`src/rtl/rptr_status.sv`:
```
`default_nettype none
// +---------------------------------------------------------------------------+
// | Module   : rptr_status                                                    |
// | Purpose  : Read-domain pointer, Gray export, empty/almost-empty, level     |
// |            and sticky underflow flag for the dual-clock FIFO.              |
// | Revision : 1.0                                                             |
// +---------------------------------------------------------------------------+
module rptr_status #(
  parameter int ADDR_WIDTH    = 3,
  parameter int AEMPTY_THRESH = 1
) (
  input  logic                  rclk,
  input  logic                  rst_n,
  input  logic                  rinc,
  input  logic [ADDR_WIDTH:0]   wptr_sync,
  input  logic                  uf_clr,
  output logic                  rd_ok,
  output logic [ADDR_WIDTH-1:0] raddr,
  output logic [ADDR_WIDTH:0]   rptr,
  output logic                  empty,
  output logic                  aempty,
  output logic [ADDR_WIDTH:0]   rlevel,
  output logic                  underflow
);

  localparam int PTR_W = ADDR_WIDTH + 1;
  localparam logic [PTR_W-1:0] c_aempty_thresh = PTR_W'(AEMPTY_THRESH);

  logic [PTR_W-1:0] r_rbin;
  logic [PTR_W-1:0] r_rptr;
  logic             r_empty;
  logic             r_aempty;
  logic [PTR_W-1:0] r_rlevel;
  logic             r_underflow;

  logic             w_rd_ok;
  logic [PTR_W-1:0] w_rbin_next;
  logic [PTR_W-1:0] w_rgray_next;
  logic [PTR_W-1:0] w_wbin;
  logic [PTR_W-1:0] w_level_next;

  assign w_rd_ok      = rinc & ~r_empty;
  assign w_rbin_next  = r_rbin + {{ADDR_WIDTH{1'b0}}, w_rd_ok};
  assign w_rgray_next = (w_rbin_next >> 1) ^ w_rbin_next;
  assign w_level_next = w_wbin - w_rbin_next;

  // Gray to binary: each bit is the XOR of itself and every higher Gray bit.
  always_comb begin
    w_wbin = '0;
    w_wbin[PTR_W-1] = wptr_sync[PTR_W-1];
    for (int i = PTR_W - 2; i >= 0; i--) begin
      w_wbin[i] = w_wbin[i+1] ^ wptr_sync[i];
    end
  end

  always_ff @(posedge rclk or negedge rst_n) begin
    if (!rst_n) begin
      r_rbin   <= '0;
      r_rptr   <= '0;
      r_empty  <= 1'b1;
      r_aempty <= 1'b1;
      r_rlevel <= '0;
    end else begin
      r_rbin   <= w_rbin_next;
      r_rptr   <= w_rgray_next;
      r_empty  <= (w_rgray_next == wptr_sync);
      r_aempty <= (w_level_next <= c_aempty_thresh);
      r_rlevel <= w_level_next;
    end
  end

  // Set has priority over clear so a fresh underflow is never lost.
  always_ff @(posedge rclk or negedge rst_n) begin
    if (!rst_n) begin
      r_underflow <= 1'b0;
    end else if (rinc && r_empty) begin
      r_underflow <= 1'b1;
    end else if (uf_clr) begin
      r_underflow <= 1'b0;
    end
  end

  assign rd_ok     = w_rd_ok;
  assign raddr     = r_rbin[ADDR_WIDTH-1:0];
  assign rptr      = r_rptr;
  assign empty     = r_empty;
  assign aempty    = r_aempty;
  assign rlevel    = r_rlevel;
  assign underflow = r_underflow;

endmodule
`default_nettype wire

```
`config.mk`:
```
export PLATFORM = sky130hd
export DESIGN_NAME = rptr_status
export DESIGN_NICKNAME = d
export VERILOG_FILES = /design/src/rtl/rptr_status.sv
export SDC_FILE = /design/constraint.sdc
export NUM_CORES = 1
export LEC_CHECK = 0
export BUFFER_PORTS_ARGS = -buffer_cell sky130_fd_sc_hd__buf_2
export CORE_UTILIZATION = 51
export CTS_CLUSTER_DIAMETER = 60
export DETAILED_ROUTE_END_ITERATION = 12
export HOLD_SLACK_MARGIN = 0.1
export PLACE_DENSITY = 0.77
export SLEW_MARGIN = 30
export SYNTH_ARGS = -nofsm -noshare
export SYNTH_HDL_FRONTEND = slang
export SYNTH_SLANG_ARGS = --single-unit
```
`constraint.sdc`:
```
create_clock -name rclk -period 4.3 [get_ports rclk]
set_clock_uncertainty 0.05 [all_clocks]
set_input_delay 1.29 -clock rclk [delete_from_list [all_inputs] [get_ports rclk]]
set_output_delay 1.29 -clock rclk [all_outputs]
set_load 0.01 [all_outputs]
```
# After elaboration in Yosys (flattened, before gate mapping)
# Cells that the tools add are included.
[totals]
latch_bits = 0
in_bits = 8
n_memories = 0
mem_bits_rw = 0
rom_bits = 0
ff_bits = 15
wordCells = 20
[classes]
div = 0
addsub = 2
bitwise_logic = 6
shifts = 0
n_eq_ne = 1
muxes = 2
n_reduce_logical = 2
multipliers = 0
magnitude_cmp = 1
[op_table]
columns = ["operator", "count"]
rows = [
  ["$add 4x1->4", 1],
  ["$eq 4x4->1", 1],
  ["$le 4x1->1 const B", 1],
  ["$sub 4x4->4", 1],
  ["$xor 3x4->4", 1],
  ["$xor 1x1->1", 3],
  ["$mux 1", 2],
  ["$reduce_bool 2->1", 1],
  ["$and 1x1->1", 1],
  ["$logic_and 1x1->1", 1],
  ["$not 1->1", 1],
]

# Longest topological paths before layout
[depth]
depth_word = 5
mapped_depth = 10
mapped_depth_nobuf = 10

# Least setup slack after synthesis
# Ideal clock, no wire load.
[synth_path]
kind = "input -> register"
from = "input rinc"
to = "register r_aempty (netlist: aempty)"
path_slack_ps = 785
stages = 10
arrival_time_ps = 3383
setup_time_ps = 82
cell_sequence = "nor2b_1 ha_1 ha_1 xor2_1 inv_1 ha_1 or3b_2 o311ai_4 xnor2_1 nor3_2"
[synth_between]
elab_chain_cells = 4
[synth_rtl]
columns = ["element", "line", "text"]
rows = [
  ["from (decl)", "14", "input logic rinc,"],
  ["$and 1x1->1", "42", "assign w_rd_ok = rinc & ~r_empty;"],
  ["$add 4x1->4", "43", "assign w_rbin_next = r_rbin + {{ADDR_WIDTH{1'b0}}, w_rd_ok};"],
  ["via w_rbin_next[2]", "37", "logic [PTR_W-1:0] w_rbin_next;"],
  ["$sub 4x4->4", "45", "assign w_level_next = w_wbin - w_rbin_next;"],
  ["via w_level_next[3]", "40", "logic [PTR_W-1:0] w_level_next;"],
  ["$le 4x1->1", "67", "r_aempty <= (w_level_next <= c_aempty_thresh);"],
  ["to (signal assigned)", "67", ""],
  ["to (decl)", "32", "logic r_aempty;"],
]
# The timed path passes the listed nets, and every way through them passes these cells.
# A chain may end at the register's enable or synchronous reset.

# Worst setup path after layout
# Same ends and word-level chain as after synthesis.

==> impl_metrics.csv <==
group,metric,value,unit
status,status,"completed",
drt,first_iter_violations,14,
drt,wirelength,1.12,mm
drt,drtAntennaViolNets,0,
final_layout,num_antenna_cells,0,
cts,cts_resized,0,
final_layout,fill_cells,105,
critical_path,critPathRequiredTime,4.46,ns
power_and_ir_drop,irDropWorstVdd,0.433,mV
global_route,overflow,0,
cts,post_cts_buffers,0,
sta,slew_headroom,73.9,%
critical_path,end_kind,"flop",
floorplanning,row_count,13,
floorplanning,io_pins,23,
floorplanning,die_y,39.5,µm
critical_path,cp.arrival,3.54,ns
placement,dp_cells,91,
power_and_ir_drop,power.density,926,mW/mm²
global_route,antenna_found_initial,0,
job,cap_violations,0,
placement,io_buffer_count,22,
cts,max-clock-path-buffers,2,
drt,wl_per_cell,11.8,µm
sta,finalCritPeriodShare,78.5,%
critical_path,worst_r2r_endpoint,"aempty$_DFF_PN1_",
sta,fin_hold_ws,0.483,ns
cts,cts_hold_buf,0,
cts,htree_levels,1,
logic_synthesis,syn_nets,68,
cts,cts-root-buf,"clkbuf_4",
final_layout,finalNonFillerCells,95,
logic_synthesis,syn_avg_cell_area,13.0,µm²
floorplanning,initial_core_util,55.0,%
final_layout,area_growth,22.6,%
cts,clock_sinks,14,
final_layout,regArea,353,µm²
placement,hpwl,893,µm
worst_hold_path,holdCritPathClass,"reg -> reg",
drt,vias_per_cell,4.89,
global_route,grt_max_degree,15,
placement,place_congestion,0.722,
global_route,grt_first_pass_wirelength,1.68,mm
floorplanning,die_w,39.5,µm
power_and_ir_drop,leakage,0.446,nW
worst_hold_path,hold_depth,2,
logic_synthesis,synth_cell_types,21,
cts,clkTransAtPathRegs,0.08,ns
sta,worst_pin_slew,0.391,ns
worst_hold_path,hp-start,"underflow$_DFFE_PN0P_",
floorplanning,dieArea,0.00156,mm²
logic_synthesis,syn-cell-area,716,µm²
logic_synthesis,yosysWarnings,0,
final_layout,drive_above_1_share,40.0,%
logic_synthesis,synth-seq-area-share,49.3,%
global_route,grt_pass1_vias,400,
drt,drc,0,
drt,vias,465,
critical_path,worstRegToRegCells,10,
sta,fmax,0.296,GHz
cts,clk_latency,0.28,ns
sta,fin_tns_setup,0,ns
logic_synthesis,syn_inst,55,
sta,maxSlewViolCount,0,
final_layout,layout.nets,94,
cts,cts_made_buffers,3,
critical_path,crit_type,"in -> reg",
final_layout,multi_input_area,337,µm²
sta,period_needed,3.38,ns
sta,rsz0062_at_grt,"no",
logic_synthesis,synth_seq_cells,14,
drt,firstDrtPassIters,5,
cts,cts_tree,"yes",
critical_path,rrSetupSlack,1.57,ns
floorplanning,core,0.00130,mm²
critical_path,cp-start-kind,"primary input",
critical_path,path_max_fanout,4,
final_layout,postLayoutCoreUtil,67.4,%
critical_path,regToRegStartpoint,"empty$_DFF_PN1_",
global_route,grt_use_total,17.3,%
sta,hold_viol,0,
worst_hold_path,hold_end,"underflow$_DFFE_PN0P_",
sta,finalSetupViolCount,0,
worst max-delay path, cell delays in order:
cell      delay (ns)
buf_2           0.10
nor2b_1         0.13
ha_1            0.21
ha_1            0.23
xor2_1          0.36
inv_1           0.09
ha_1            0.30
or3b_2          0.47
o311ai_4        0.10
xnor2_1         0.20
nor3_2          0.06
power by group:
group	internal (W)	switching, W
sequential	0.000210	0.0000293
combinational	0.000223	0.000256
clock	0.0000515	0.0000428
cell usage after synthesis:
cell type	instances	area share (%)
clkbuf_1	1	0.52
inv_1	6	3.1
xnor2_1	5	6.1
ha_1	5	8.7
xor2_1	9	11
xnor3_2	1	3.3
nand2_1	1	0.52
or3_1	1	0.87
or3b_2	1	1.2
nor2b_1	1	0.87
nor3_2	1	1.4
and2_1	1	0.87
dfstp_2	2	7.3
o21ai_0	1	0.70
a21boi_0	1	1.0
xnor3_1	1	3.1
o311ai_4	1	3.7
dfrtp_1	12	42
a211oi_1	1	1.0
o21bai_1	1	1.0
nand3_1	2	1.4
cell families after synthesis:
group                    share of synthesized area [%]
AND/OR/NAND/NOR                                   7.17
buffers and inverters                             3.67
adder cells (fa/ha/maj)                           8.74
AO/OA/AOI/OAI                                     7.52
flip-flops                                        49.3
XOR/XNOR                                          23.6
sequential cells by signal, indices dropped and copies added, names as in the netlist:
signal,flops
aempty,1
empty,1
r_rbin,4
rlevel,4
rptr,3
underflow,1
how the worst max path moves through the flow:
stage	start	endpoint	slack [ns]	depth (start not counted)
after floorplan	rinc	aempty$_DFF_PN1_	0.79	10
after global placement	rinc	aempty$_DFF_PN1_	0.69	11
after detailed placement	rinc	aempty$_DFF_PN1_	0.63	11
after CTS	rinc	aempty$_DFF_PN1_	0.92	11
after global routing	rinc	aempty$_DFF_PN1_	0.75	11
final	rinc	aempty$_DFF_PN1_	0.92	11
area by class of cell:
type                       instances  area share, %
clock buffer                       4           4.14
inverter                           6           2.57
timing repair buffer              22           12.6
sequential                        14           40.2
multi-input combinational         34           38.4
tap                               15           2.14
metal layers:
layer / GRT usage, % / wire, µm / vias up
li1: - / - / 232
met1: 20.2 / 498 / 217
met2: 28.7 / 558 / 14
met3: 5.11 / 46 / 2
met4: 7.76 / 15 / 0
met5: 0 / 0 / -
through the flow:
stage | setup WS [ns] | total power, W | area, µm²
detailed placement | 0.626 | 0.000729 | 841
global placement | 0.691 | 0.000718 | 841
CTS | 0.920 | 0.000825 | 877
floorplan | 0.785 | 0.000604 | 716
global route | 0.750 | 0.000897 | 877
finish | 0.925 | 0.000812 | 877
layout by cell type (no fill, tap or decap), drive strengths merged, types with 2 or more instances in the layout:
cell,count
dfstp,2
clkbuf,4
buf,22
xnor3,2
inv,6
xor2,9
nand3,2
ha,5
xnor2,5
dfrtp,12
No activity file was read; power rests on OpenSTA's default activity.
